<file path="config.mk">
export PLATFORM = sky130hd
export DESIGN_NAME = store_controller
export DESIGN_NICKNAME = d
export VERILOG_FILES = /design/src/rtl/store_controller.sv
export SDC_FILE = /design/constraint.sdc
export NUM_CORES = 1
export LEC_CHECK = 0
export ABC_AREA = 1
export BUFFER_PORTS_ARGS = -buffer_cell sky130_fd_sc_hd__buf_2
export CAP_MARGIN = 20
export CORE_MARGIN = 8
export CORE_UTILIZATION = 44
export CTS_CLUSTER_SIZE = 40
export DETAILED_ROUTE_END_ITERATION = 7
export GPL_TIMING_DRIVEN = 1
export PLACE_DENSITY = 0.82
export SLEW_MARGIN = 10
export SYNTH_ARGS = -nofsm -noshare
export SYNTH_HDL_FRONTEND = slang
export SYNTH_SLANG_ARGS = --single-unit
</file>
<file path="constraint.sdc">
create_clock -name I_clk -period 1.35 [get_ports I_clk]
set_input_delay 0.3375 -clock I_clk [delete_from_list [all_inputs] [get_ports I_clk]]
set_output_delay 0.3375 -clock I_clk [all_outputs]
set_load 0.1 [all_outputs]
</file>
<file path="src/rtl/store_controller.sv">
// Store sequencer: turns one CPU store into one or two aligned req/ack write beats on the data-memory port.
// Build option: define STORE_SPLIT_EN to let misaligned stores proceed as split beats instead of being rejected.
`timescale 1ns/1ps
module store_controller #(
  parameter int TIMEOUT = 255
) (
  input  logic        I_clk,
  input  logic        I_rst,
  input  logic        I_valid,
  output logic        O_ready,
  input  logic [1:0]  I_storesel,
  input  logic [31:0] I_addr,
  input  logic [31:0] I_data,
  output logic        O_mem_req,
  output logic [31:0] O_mem_addr,
  output logic [31:0] O_mem_wdata,
  output logic [3:0]  O_mem_be,
  input  logic        I_mem_ack,
  output logic        O_done,
  output logic        O_misaligned,
  output logic        O_bus_err
);

  localparam logic [1:0] STORE_SB = 2'b00;
  localparam logic [1:0] STORE_SH = 2'b01;
  localparam logic [1:0] STORE_SW = 2'b10;

  localparam int            CW       = $clog2(TIMEOUT);
  localparam logic [CW-1:0] CNT_LAST = CW'(TIMEOUT - 1);

  typedef enum logic [1:0] {
    S_IDLE  = 2'd0,
    S_BEAT0 = 2'd1,
    S_BEAT1 = 2'd2
  } state_t;

  state_t        r_state;
  logic [31:0]   r_mem_addr;
  logic [31:0]   r_mem_wdata;
  logic [3:0]    r_mem_be;
  logic [CW-1:0] r_cnt;
  logic          r_done;
  logic          r_bus_err;

  state_t        w_state_nxt;
  logic [31:0]   w_addr_nxt;
  logic [31:0]   w_wdata_nxt;
  logic [3:0]    w_be_nxt;
  logic [CW-1:0] w_cnt_nxt;
  logic          w_done_nxt;
  logic          w_bus_err_nxt;
  logic          w_finish;

  logic [3:0]    w_mask;
  logic [31:0]   w_data_m;
  logic [31:0]   w_lo_d;
  logic [3:0]    w_lo_be;

`ifdef STORE_SPLIT_EN
  logic [31:0]   r_hi_wdata;
  logic [3:0]    r_hi_be;
  logic [31:0]   w_hi_d;
  logic [3:0]    w_hi_be;
  logic [31:0]   w_hi_wdata_nxt;
  logic [3:0]    w_hi_be_nxt;
`else
  logic          r_misal;
  logic          w_misal_nxt;
  logic          w_misaligned;
`endif

  // Lane placement: mask the data to its size first so unused lanes stay 0 after the shift.
  always_comb begin
    unique case (I_storesel)
      STORE_SB: w_mask = 4'b0001;
      STORE_SH: w_mask = 4'b0011;
      STORE_SW: w_mask = 4'b1111;
      default:  w_mask = 4'b1111;
    endcase
    w_data_m = I_data & {{8{w_mask[3]}}, {8{w_mask[2]}}, {8{w_mask[1]}}, {8{w_mask[0]}}};
`ifdef STORE_SPLIT_EN
    {w_hi_d, w_lo_d}   = {32'b0, w_data_m} << {I_addr[1:0], 3'b000};
    {w_hi_be, w_lo_be} = {4'b0, w_mask} << I_addr[1:0];
`else
    w_lo_d  = w_data_m << {I_addr[1:0], 3'b000};
    w_lo_be = w_mask << I_addr[1:0];
    if (I_storesel == STORE_SB)      w_misaligned = 1'b0;
    else if (I_storesel == STORE_SH) w_misaligned = I_addr[0];
    else                             w_misaligned = |I_addr[1:0];
`endif
  end

  // NOTE: every signal assigned in this block gets a default first, so no path can infer a latch.
  always_comb begin
    w_state_nxt   = r_state;
    w_addr_nxt    = r_mem_addr;
    w_wdata_nxt   = r_mem_wdata;
    w_be_nxt      = r_mem_be;
    w_cnt_nxt     = r_cnt;
    w_done_nxt    = 1'b0;
    w_bus_err_nxt = 1'b0;
    w_finish      = 1'b0;
`ifdef STORE_SPLIT_EN
    w_hi_wdata_nxt = r_hi_wdata;
    w_hi_be_nxt    = r_hi_be;
`else
    w_misal_nxt    = 1'b0;
`endif

    case (r_state)
      S_IDLE: begin
        if (I_valid) begin
`ifndef STORE_SPLIT_EN
          if (w_misaligned) begin
            w_misal_nxt = 1'b1;
          end else begin
`else
          begin
            w_hi_wdata_nxt = w_hi_d;
            w_hi_be_nxt    = w_hi_be;
`endif
            w_state_nxt = S_BEAT0;
            w_addr_nxt  = {I_addr[31:2], 2'b00};
            w_wdata_nxt = w_lo_d;
            w_be_nxt    = w_lo_be;
            w_cnt_nxt   = '0;
          end
        end
      end
      default: begin
        if (I_mem_ack) begin
`ifdef STORE_SPLIT_EN
          if (r_state == S_BEAT0 && r_hi_be != 4'b0000) begin
            w_state_nxt = S_BEAT1;
            w_addr_nxt  = r_mem_addr + 32'd4;
            w_wdata_nxt = r_hi_wdata;
            w_be_nxt    = r_hi_be;
            w_cnt_nxt   = '0;
          end else begin
`else
          begin
`endif
            w_finish   = 1'b1;
            w_done_nxt = 1'b1;
          end
        end else if (r_cnt == CNT_LAST) begin
          // Timeout abandons the whole store, including any pending second beat.
          w_finish      = 1'b1;
          w_bus_err_nxt = 1'b1;
        end else begin
          w_cnt_nxt = r_cnt + 1'b1;
        end
        if (w_finish) begin
          w_state_nxt = S_IDLE;
          w_addr_nxt  = '0;
          w_wdata_nxt = '0;
          w_be_nxt    = '0;
        end
      end
    endcase
  end

  // NOTE: sequential state uses non-blocking assignments so every register samples pre-edge values.
  always_ff @(posedge I_clk) begin
    if (!I_rst) begin
      r_state     <= S_IDLE;
      r_mem_addr  <= '0;
      r_mem_wdata <= '0;
      r_mem_be    <= '0;
      r_cnt       <= '0;
      r_done      <= 1'b0;
      r_bus_err   <= 1'b0;
`ifdef STORE_SPLIT_EN
      r_hi_wdata  <= '0;
      r_hi_be     <= '0;
`else
      r_misal     <= 1'b0;
`endif
    end else begin
      r_state     <= w_state_nxt;
      r_mem_addr  <= w_addr_nxt;
      r_mem_wdata <= w_wdata_nxt;
      r_mem_be    <= w_be_nxt;
      r_cnt       <= w_cnt_nxt;
      r_done      <= w_done_nxt;
      r_bus_err   <= w_bus_err_nxt;
`ifdef STORE_SPLIT_EN
      r_hi_wdata  <= w_hi_wdata_nxt;
      r_hi_be     <= w_hi_be_nxt;
`else
      r_misal     <= w_misal_nxt;
`endif
    end
  end

  assign O_ready     = (r_state == S_IDLE);
  assign O_mem_req   = (r_state != S_IDLE);
  assign O_mem_addr  = r_mem_addr;
  assign O_mem_wdata = r_mem_wdata;
  assign O_mem_be    = r_mem_be;
  assign O_done      = r_done;
  assign O_bus_err   = r_bus_err;
`ifdef STORE_SPLIT_EN
  assign O_misaligned = 1'b0;
`else
  assign O_misaligned = r_misal;
`endif

endmodule

</file>
# Word level (Yosys, flattened, before mapping)
# Cells that the tools add are included.
[totals]
out_inout_bits = 73
n_memories = 0
ram_bits = 0
regBits = 81
rom_bits = 0
input_bits = 70
latchBits = 0
elab_cells = 57
[op_classes]
div_mod_pow = 0
n_addsub = 1
reduce_logical = 10
n_shift = 2
n_eq_ne = 6
muxes = 28
mul = 0
n_bitwise = 2
n_lt_le_gt_ge = 0
[op_table]
columns = ["op", "count"]
rows = [
  ["32-bit 2-to-1 mux", 7],
  ["8-bit 2-to-1 mux", 5],
  ["32-bit bitwise AND", 1],
  ["32-bit by 5-bit left shift with 32-bit output", 1],
  ["4-bit 2-to-1 mux", 4],
  ["8-bit by 1-bit adder with 8-bit output (second input constant)", 1],
  ["8-bit equality test (second input constant)", 1],
  ["2-bit 2-to-1 mux", 4],
  ["2-bit != test (second input constant)", 4],
  ["4-bit case mux with 2 select lines", 1],
  ["1-bit 2-to-1 mux", 7],
  ["3-bit AND reduction", 2],
  ["2-bit zero test", 2],
  ["4-bit AND reduction", 1],
  ["2-bit nonzero test", 2],
  ["2-bit OR reduction", 2],
  ["4-bit by 2-bit left shift with 4-bit output", 1],
  ["3-bit OR reduction", 1],
  ["2-bit by 1-bit equality test with 1-bit output (second input constant)", 1],
  ["1-bit NOT", 1],
]

# Logic depth before layout (Yosys ltp)
# Gate-level depths: netlist of the first run.
[logic_depth]
depth_word = 7
depth_mapped = 11
ltp_nobuf = 10

# Worst setup path after synthesis of the first run
# OpenSTA, ideal clock, no wires.
[synth_path]
path_type = "register -> register"
startpoint = "register r_state[0]"
endpoint = "register r_bus_err (netlist: O_bus_err)"
setup_time_ns = 0.097
required_ns = 1.253
slack_ns = -0.927
arrival_time_ns = 2.179
stages_incl_launch_ff = 3
path_buffers = 0
period_less_slack_ns = 2.277
path_cell_list = "dfxtp_1 -> inv_1 -> nor4_1"
[synth_via]
elab_chain_len = 2
[synth_rtl]
columns = ["element", "line", "rtl"]
rows = [
  ["start: declaration", "37", "state_t r_state;"],
  ["start signal: assignment", "180", "r_state <= w_state_nxt;"],
  ["2-bit zero test", "n/a", ""],
  ["via O_ready", "10", "output logic O_ready,"],
  ["3-bit OR reduction (no source line)", "n/a", ""],
  ["end signal: assignment", "186", "r_bus_err <= w_bus_err_nxt;"],
  ["end: declaration", "43", "logic r_bus_err;"],
]
# The timed path passes the listed nets, and every way through them passes these cells.
# A chain may end at the register's enable or synchronous reset.

# Final worst setup path of the first run
[layout_path]
startpoint = "register r_state[0]"
endpoint = "register r_mem_wdata[25] (netlist: O_mem_wdata[25])"
[layout_via]
elab_chain_len = 3
elab_cells_between_ends = 6
cone_classes = "eq/ne (2); mux (1); reduce/logical (3)"
[layout_rtl]
columns = ["element", "line", "rtl"]
rows = [
  ["2-bit zero test *", "110", "case (r_state)"],
  ["2-bit != test (no source line) or 2-bit nonzero test (tied branches)", "n/a", ""],
  ["3-bit AND reduction (no source line)", "n/a", ""],
  ["end signal: assignment", "182", "r_mem_wdata <= w_wdata_nxt;"],
  ["end: declaration", "39", "logic [31:0] r_mem_wdata;"],
]
# Every way passes the cells marked *; elsewhere a longest branch is shown, timed or not.

==> run metrics, run 1 <==
Final Cell Area=6513 um^2; Relative slew margins=51.30%; clk root buf=clkbuf_8; Warnings, synthesis=0; type of origin of the critical path=flip-flop; Synth Flop Type=dfxtp_1; Pre-antenna DRT Iters=8; std cell rows=33; largest net degree at the start of global routing=41; Final Core Density=79.26%; WHS Endpoint=O_mem_addr[17]$_SDFFE_PN0P_; Hold Crit Class=in -> reg; port bufs=140; Final Max Slew Viols=0; share of flip-flops with an asynchronous set or reset=0%; Die H=108.0 um; initial antenna violation count=0; GR Overflow Total=0; CP peak stage delay=360 ps; routability congestion estimate from global placement=0.9630; Final Skew=14.37 ps; Worst-Margin Slew=727.8 ps; slack of the worst reg-to-reg path=-150 ps; Max Cap Viol=0; Avg Vias per Cell=6.298; number of synthesized register bits=78; worst setup margin=-147.7 ps; DRC=0; final setup fails=76; cells along the critical path=buf_8 > buf_4 > nand3_4 > buf_12 > nand4_1 > a21oi_1; Die W=108.0 um; hold path depth=3; Reg2Reg Depth=6; share of layout cells above drive strength 1=40.76%; Total Power=6.404 mW; Tmin final=1498 ps; DRC marker count from the first detailed-route iteration=677; Mapped Avg Cell Area=7.111 um^2; DP Wirelength=10.20 mm; hold_sp=I_addr[17]; Post-synth EDFFs=0; Distinct cells, synth=27; area of the core=8217 um^2; dpl cell area=5788 um^2; endpoints failing hold=0; RSZ-0062 raised after global routing=yes; Post-Syn Area=3726 um^2; Setup crit end kind=flip-flop; Post-Synthesis Cells=524; initial core utilization=45.35%; register area share after synthesis=41.91%; violated checks=setup timing; vias in the first global route=4687; status=finished with violations; Top Ports=143; total die area=11670 um^2; P_leak=2.704 nW; fmax=667.7 MHz; Crit path required time=1640 ps; critical path type=reg -> reg; clk buf depth=2; clk_lat worst skew=380 ps; commonest non-fill, non-tap cell in the layout=nand2_1; pre-CTS worst setup slack=-217.4 ps; clock slew at reported path FFs=100 ps; Sink Count=78; All-Layer GR Usage=26.05%; first-pass GRT wire length=23.95 mm; Routed WL=17.35 mm; Worst R2R End=O_mem_wdata[25]$_SDFFE_PN0P_; CTS Buf Count=9; Slowest cell on crit path=dfxtp_4; post-route setup TNS=-4334 ps; htree depth=3; # nets final=754; pwr/cell area=983.3 nW/um^2; delay-heaviest family, CP=buffers and inverters; most frequent cells in the layout=nand2_1 (119), buf_12 (82), a21oi_1 (71), buf_2 (69), nand4_1 (66); Vias=4994; final period utilization=110.9%; Routed WL per cell=21.88 um; ANT nets after route=0; VDD IR-drop max=0.7717 mV; CTS tree=built; fillers=460; reg2reg start=r_state[0]$_SDFFE_PN0P_; Worst Path Max Fanout=29; Layout area overhead=74.78%; Crit path buffers/inverters=3; Critical Path AT=1790 ps
==> registers in the layout (all words and copies together) (netlist names) <==
register / cells
O_bus_err: 1
O_done: 1
O_mem_addr: 30
O_mem_be: 4
O_mem_wdata: 32
O_misaligned: 1
r_cnt: 8
r_state: 1
==> report_power, final <==
part	total, mW	switching (mW)	internal [mW]	leakage, nW
combinational	2.16	1.40	0.765	1.97
clock	1.71	1.02	0.692	0.0949
sequential	2.53	0.122	2.41	0.642
==> how the worst max path moves through the flow <==
stage                                              end                    start  slack (ps)  cells after the start
after floorplan                  r_cnt[7]$_SDFFE_PN0P_  r_state[0]$_SDFFE_PN0P_        -190                      4
after global placement     O_mem_addr[29]$_SDFFE_PN0P_                  I_valid        -140                      8
after detailed placement  O_mem_wdata[29]$_SDFFE_PN0P_            I_storesel[0]        -220                      7
after CTS                                      O_ready  r_state[0]$_SDFFE_PN0P_        -110                      3
after global routing      O_mem_wdata[25]$_SDFFE_PN0P_  r_state[0]$_SDFFE_PN0P_        -210                      6
final                     O_mem_wdata[25]$_SDFFE_PN0P_  r_state[0]$_SDFFE_PN0P_        -150                      6
==> logic make-up (layout without fill, tap and decap cells) <==
group / count (synthesis) / in the layout / synth area share, %
AO/OA/AOI/OAI: 105 / 105 / 14.81
adder cells (fa/ha/maj): 2 / 2 / 0.6715
AND/OR/NAND/NOR: 268 / 270 / 33.85
other: 1 / 3 / 0.1006
flip-flops: 78 / 78 / 41.91
buffers and inverters: 70 / 230 / 8.664
==> cells in the mapped netlist (2+ instances only) <==
| master | count | area share, % |
|---|---|---|
| nand3_1 | 32 | 4.3 |
| nor2_1 | 28 | 2.8 |
| a21oi_2 | 5 | 1.2 |
| nand4_1 | 66 | 11 |
| clkbuf_1 | 14 | 1.4 |
| inv_1 | 19 | 1.9 |
| buf_6 | 3 | 0.91 |
| buf_2 | 21 | 2.8 |
| buf_4 | 3 | 0.60 |
| nand2_1 | 130 | 13 |
| nor3_1 | 2 | 0.27 |
| nand2_2 | 3 | 0.50 |
| o211ai_1 | 2 | 0.40 |
| o21ai_0 | 12 | 1.6 |
| nor4_1 | 2 | 0.34 |
| buf_1 | 5 | 0.50 |
| a21oi_1 | 85 | 11 |
| dfxtp_1 | 78 | 42 |
| inv_2 | 5 | 0.50 |
| ha_1 | 2 | 0.67 |
==> tightest hold or removal path, cell delays in order <==
cell and delay (ps):
buf_2 90, nand2_1 50, a21oi_1 60
==> timing repair <==
item                       in CTS  in global routing
gates resized for setup        42                 45
pin swaps                      11                 21
setup buffers                   3                  7
gates cloned                    4                  4
hold buffers                    0                  0
setup endpoints to repair      76                 88
==> area by class of cell <==
cell class / instances / area (um^2) / share of cell area (%)
diodes: 1 / 2.502 / 0.03842
clock buffers: 9 / 123.9 / 1.902
clock inverters: 7 / 55.05 / 0.8453
inverters: 24 / 101.3 / 1.556
multi-input cells: 379 / 2103 / 32.30
flip-flops and latches: 78 / 1584 / 24.32
well taps: 105 / 131.4 / 2.017
repair buffers: 190 / 2411 / 37.02
==> per-stage QoR <==
step | cells | hold slack (ps)
floorplan | 525 | 415.8
global placement | 759 | 487.5
detailed placement | 759 | 507.4
CTS | 782 | 196.7
global route | 792 | 199.0
finish | 793 | 194.1
==> metal layers <==
layer,GRT usage [%],share of wire [%]
met1,28.11,33
met2,44.81,50
met4,16.75,6.9
met3,6.246,10
met5,0,0
Note: power is estimated with default switching activity, not from simulation.
==> run 2: changes to the inputs <==
Settings changed: CORE_UTILIZATION 44 to 35, CTS_CLUSTER_DIAMETER set to 60, PLACE_DENSITY 0.82 to 0.69.
==> run metrics, run 2 (synthesized netlist as in run 1, its figures left out) <==
CTS tree=built; delay-heaviest family, CP=buffers and inverters; std cell rows=37 (+12%); VDD IR-drop max=0.5457 mV (-29%); CP peak stage delay=360 ps (about the same); dpl cells=798 (+5.1%); reg2reg start=r_cnt[0]$_SDFFE_PN0P_; status=finished with violations; fmax=695.3 MHz (+4.1%); Top Ports=143 (unchanged); clock slew at reported path FFs=80 ps (-20 ps); critical path type=reg -> out; Routed WL per cell=18.32 um (-16%); P_leak=2.708 nW (+0.13%); Fin Hold WS=212.3 ps (+18.20 ps); Vias=4504 (-9.8%); share of layout cells above drive strength 1=37.39% (-3.4 points); Worst R2R End=O_mem_wdata[11]$_SDFFE_PN0P_; Slowest cell on crit path=dfxtp_4; area of the core=10320 um^2 (+26%); Worst-Margin Slew=612.7 ps (-115.0 ps); ANT nets after route=0 (unchanged); Crit path required time=1010 ps (-630 ps); RSZ-0062 raised after global routing=yes; Final Skew=12.08 ps (-2.292 ps); vias in the first global route=4403 (-6.1%); Final Max Slew Viols=0 (unchanged); Setup crit end kind=primary output; endpoints failing hold=0 (unchanged); Sink Count=78 (unchanged); initial core utilization=36.09% (-9.3 points); DRC=0 (unchanged); largest net degree at the start of global routing=51 (+24%); Die W=119.2 um (+10%); ANT cells=0 (-1); port bufs=140 (unchanged); WHS Endpoint=O_bus_err$_SDFF_PP0_; clk_lat worst skew=360 ps (-20 ps); CTS Buf Count=9 (unchanged); first-pass GRT wire length=22.44 mm (-6.3%); hold path depth=2 (-1); clk root buf=clkbuf_8; Layout area overhead=73.10%; Pre-antenna DRT Iters=5 (-3); total die area=14200 um^2 (+22%); # nets final=757 (+0.40%); Avg Vias per Cell=5.453 (-13%); Reg2Reg Depth=8 (+2); Max Cap Viol=0 (unchanged); Relative slew margins=59.00% (+7.7 points); final period utilization=106.5% (-4.4 points); initial antenna violation count=0 (unchanged); Crit path buffers/inverters=3 (unchanged); violated checks=setup timing; max FFs per register=32 (unchanged); htree depth=3 (unchanged); Hold Crit Class=in -> reg; DP Wirelength=10.15 mm (-0.47%); Die H=119.2 um (+10%); slack of the worst reg-to-reg path=-70 ps (+80 ps); cells along the critical path=buf_8 > clkinvlp_4 > buf_12; worst setup margin=-88.22 ps (+59.46 ps); routability congestion estimate from global placement=0.9487 (-1.5%); Routed WL=15.13 mm (-13%); final setup fails=67 (-12%); GR Overflow Total=0 (unchanged); final std cells w/o fill=826 (+4.2%); DRC marker count from the first detailed-route iteration=394 (-42%); Tmin final=1438 ps (-59.46 ps); type of origin of the critical path=flip-flop; hold_sp=I_mem_ack; Worst Path Max Fanout=3 (-90%); pwr/cell area=1058 nW/um^2 (+7.6%); most frequent cells in the layout=nand2_1 (125), buf_12 (79), a21oi_1 (77), dfxtp_1 (70), buf_2 (69); Critical Path AT=1100 ps (-690 ps); commonest non-fill, non-tap cell in the layout=nand2_1; All-Layer GR Usage=19.23% (-6.8 points); clk buf depth=2 (unchanged)
[run 2: changes by cell type in the layout (fill, tap and decap cells not counted), sizes merged]
cell | previous run | this run
bufbuf | 1 | 0
buf | 186 | 191
nor2 | 31 | 30
inv | 27 | 23
clkbuf | 12 | 15
diode | 1 | 0
nand2 | 135 | 134
clkinv | 3 | 2
bufinv | 0 | 3
[run 2: final cells by class]
class | count | area [um^2]
Clock buffer | 11 | 152.6
Clock inverter | 5 | 103.9
Fill cell | 866 | 3874
Inverter | 24 | 93.84
Multi-Input combinational cell | 377 | 1972
Sequential cell | 78 | 1574
Tap cell | 136 | 170.2
Timing Repair Buffer | 195 | 2384
[run 2: metal layers]
layer / vias to the layer above / GRT usage (%) / share of wire (%)
li1: 2126 / - / -
met1: 2103 / 22.22 / 40
met2: 237 / 32.60 / 49
met3: 38 / 4.299 / 8.0
met4: 0 / 10.12 / 3.6
met5: - / 0 / 0
[run 2: report_power, final]
part / internal, mW / leakage (nW) / switching (mW)
sequential: 2.41 / 0.639 / 0.114
combinational: 0.724 / 1.94 / 1.31
clock: 1.34 / 0.129 / 0.925
total: 4.47 / 2.71 / 2.35
[run 2: worst max path at each step]
stage               cells past startpoint                     from                           to  slack (ps)
floorplan                               4  r_state[0]$_SDFFE_PN0P_        r_cnt[7]$_SDFFE_PN0P_        -190
global placement                        8                  I_valid  O_mem_addr[26]$_SDFFE_PN0P_        -170
detailed placement                      8                  I_valid  O_mem_addr[27]$_SDFFE_PN0P_        -170
CTS                                     3  r_state[0]$_SDFFE_PN0P_                      O_ready         -90
global route                            8    r_cnt[0]$_SDFFE_PN0P_  O_mem_addr[29]$_SDFFE_PN0P_        -140
finish                                  3  r_state[0]$_SDFFE_PN0P_                      O_ready         -90
[run 2: stage by stage]
step | TNS [ps] | instance area, um^2 | total power [mW] | util [%] | setup slack (ps)
global placement | -8018 | 5874 | 4.515 | 56.90 | -170.7
floorplan | -854.5 | 3766 | 3.731 | - | -190.6
global route | -8066 | 6450 | 7.040 | 62.48 | -140.1
detailed placement | -7939 | 5874 | 4.535 | 56.90 | -172.4
CTS | -1564 | 6171 | 6.793 | 59.77 | -93.50
finish | -2447 | 6450 | 6.825 | 62.48 | -88.22
[run 2: worst register-to-register path, delay by kind of cell (launching register included)]
family / cells / cell delay [ps]
AOI/OAI and AO/OA: 1 / 80
adders and majority gates: 1 / 140
buffers and inverters: 2 / 300
and+or+nand+nor: 4 / 470
DFF: 1 / 330
[run 2: timing repair]
| action | 4_1_cts | 5_1_grt |
|---|---|---|
| resized for setup | 7 | 33 |
| buffers inserted | 3 | 2 |
| pin swaps | 0 | 5 |
| hold buffers | 0 | 0 |
| cloned | 0 | 7 |
| setup endpoints to repair | 52 | 80 |
==> run 3: changes to the inputs <==
Settings changed: CTS_BUF_LIST set to sky130_fd_sc_hd__clkbuf_4 sky130_fd_sc_hd__clkbuf_8, PLACE_DENSITY 0.69 to 0.66.
Clock period 1.35 ns to 1.7 ns, I/O delays scaled along.
==> run metrics, run 3 (synthesized netlist as in run 1, its figures left out) <==
CTS tree=built; footprint of the multi-input gates=1861 um^2 (-5.6%); largest net degree at the start of global routing=67 (+31%); critical path type=reg -> out; Routed WL=13.42 mm (-11%); Worst R2R End=O_mem_addr[8]$_SDFFE_PN0P_; initial core utilization=36.09% (unchanged); area of the core=10320 um^2 (unchanged); endpoints failing hold=0 (unchanged); port bufs=140 (unchanged); Slowest cell on crit path=buf_2; max FFs per register=32 (unchanged); vias in the first global route=4223 (-4.1%); CP Launch Point=O_mem_wdata[28]$_SDFFE_PN0P_; post-route setup TNS=0 ps (+2447 ps); Pre-antenna DRT Iters=5 (unchanged); clk root buf=clkbuf_8; initial antenna violation count=0 (unchanged); Relative slew margins=65.01% (+6.0 points); slack of the worst reg-to-reg path=190 ps (+260 ps); type of origin of the critical path=flip-flop; Final Max Slew Viols=0 (unchanged); final std cells w/o fill=794 (-3.9%); cells along the critical path=buf_2; std cell rows=37 (unchanged); VDD IR-drop max=0.4467 mV (-18%); final period utilization=95.80%; Setup crit end kind=primary output; delay-heaviest family, CP=buffers and inverters; most frequent cells in the layout=buf_2 (138), nand2_1 (128), a21oi_1 (85), dfxtp_1 (77), nand4_1 (66); RSZ-0062 raised after global routing=no; clk_lat worst skew=360 ps (about the same); Top Ports=143 (unchanged); cell count along the critical path=1 (-2); ANT cells=0 (unchanged); CP peak stage delay=450 ps (+90 ps); share of layout cells above drive strength 1=30.70% (-6.7 points); Final Skew=11.03 ps (-1.047 ps); Routed WL per cell=16.90 um (-7.7%); final setup fails=0 (-100%); fillers=1049 (+21%); total die area=14200 um^2 (unchanged); Hold Crit Class=in -> reg; DRC marker count from the first detailed-route iteration=369 (-6.3%); htree depth=3 (unchanged); Tmin final=1629 ps; P_leak=2.221 nW (-18%); pwr/cell area=955.8 nW/um^2 (-9.7%); Reg area=1565 um^2 (-0.56%); Crit path required time=1270 ps (+260 ps); Worst Path Max Fanout=2 (-1); Critical Path AT=1200 ps (+100 ps); Vias=4135 (-8.2%); worst setup margin=71.40 ps (+159.6 ps); Final Core Density=46.90% (-16 points); Die H=119.2 um (unchanged); Die W=119.2 um (unchanged); reg2reg start=r_state[0]$_SDFFE_PN0P_; Max Cap Viol=0 (unchanged); CTS Buf Count=9 (unchanged); commonest non-fill, non-tap cell in the layout=buf_2; Sink Count=78 (unchanged); ANT nets after route=0 (unchanged); Crit path buffers/inverters=1 (-2); dpl cells=778 (-2.5%); fmax=614.0 MHz; # nets final=725 (-4.2%); Avg Vias per Cell=5.208 (-4.5%); pre-CTS worst setup slack=12.21 ps (+184.6 ps); clk buf depth=2 (unchanged); GR Overflow Total=0 (unchanged); DRC=0 (unchanged); Fin Hold WS=275.9 ps (+63.56 ps); status=finished, final reports clean; first-pass GRT wire length=21.80 mm (-2.9%); routability congestion estimate from global placement=0.8749 (-7.8%); worst setup path end=O_mem_wdata[28]; DP Wirelength=9.620 mm (-5.2%); Layout area overhead=29.95%; Worst-Margin Slew=528.4 ps (-84.28 ps); All-Layer GR Usage=18.55% (-0.68 points); clock slew at reported path FFs=100 ps (+20 ps); Reg2Reg Depth=6 (-2); hold-fix buffer count after cts=0 (unchanged)
[run 3: changes by cell type in the layout (fill, tap and decap cells not counted), moves of 8 or more]
cell and change:
buf_12 -72, buf_4 -18, a21oi_1 +8, buf_2 +69, a21oi_2 -8
[run 3: worst min-delay path by stage]
| stage | startpoint | end | slack [ps] | depth (start not counted) |
|---|---|---|---|---|
| detailed placement | r_cnt[0]$_SDFFE_PN0P_ | r_cnt[0]$_SDFFE_PN0P_ | 460 | 1 |
| CTS | I_mem_ack | O_bus_err$_SDFF_PP0_ | 270 | 2 |
| finish | I_mem_ack | O_bus_err$_SDFF_PP0_ | 280 | 2 |
| global placement | r_cnt[0]$_SDFFE_PN0P_ | r_cnt[0]$_SDFFE_PN0P_ | 450 | 1 |
| global route | I_mem_ack | O_bus_err$_SDFF_PP0_ | 260 | 2 |
| floorplan | r_cnt[0]$_SDFFE_PN0P_ | r_cnt[0]$_SDFFE_PN0P_ | 430 | 1 |
[run 3: final cells by class]
cell class,count,share of cell area (%)
clock buffers,9,2.558
repair buffers,163,19.95
clock inverters,7,1.292
inverters,24,1.938
multi-input cells,377,38.42
well taps,136,3.514
flip-flops and latches,78,32.33
[run 3: routing by layer]
metal	global-route usage [%]	up-vias	part of all wire, %
li1	-	2051	-
met5	0	-	0
met2	31.33	151	48
met1	23.04	1918	45
met3	4.440	15	6.0
met4	5.059	0	1.3
[run 3: through the flow]
| step | power (mW) | instance area, um^2 |
|---|---|---|
| after floorplan | 2.960 | 3737 |
| after global placement | 3.276 | 4646 |
| after detailed placement | 3.290 | 4646 |
| after CTS | 4.646 | 4835 |
| after global routing | 4.819 | 4842 |
| final | 4.628 | 4842 |
[run 3: repair_timing]
item,CTS,global route
resized for setup,1,2
setup endpoints to repair,1,7
setup buffers,0,0
hold endpoints to repair,0,0
[run 3: power breakdown]
group / internal (mW) / switching [mW] / leakage (nW) / total, mW
sequential: 1.91 / 0.0434 / 0.636 / 1.95
clock: 0.567 / 0.807 / 0.0936 / 1.37
combinational: 0.289 / 1.01 / 1.49 / 1.30
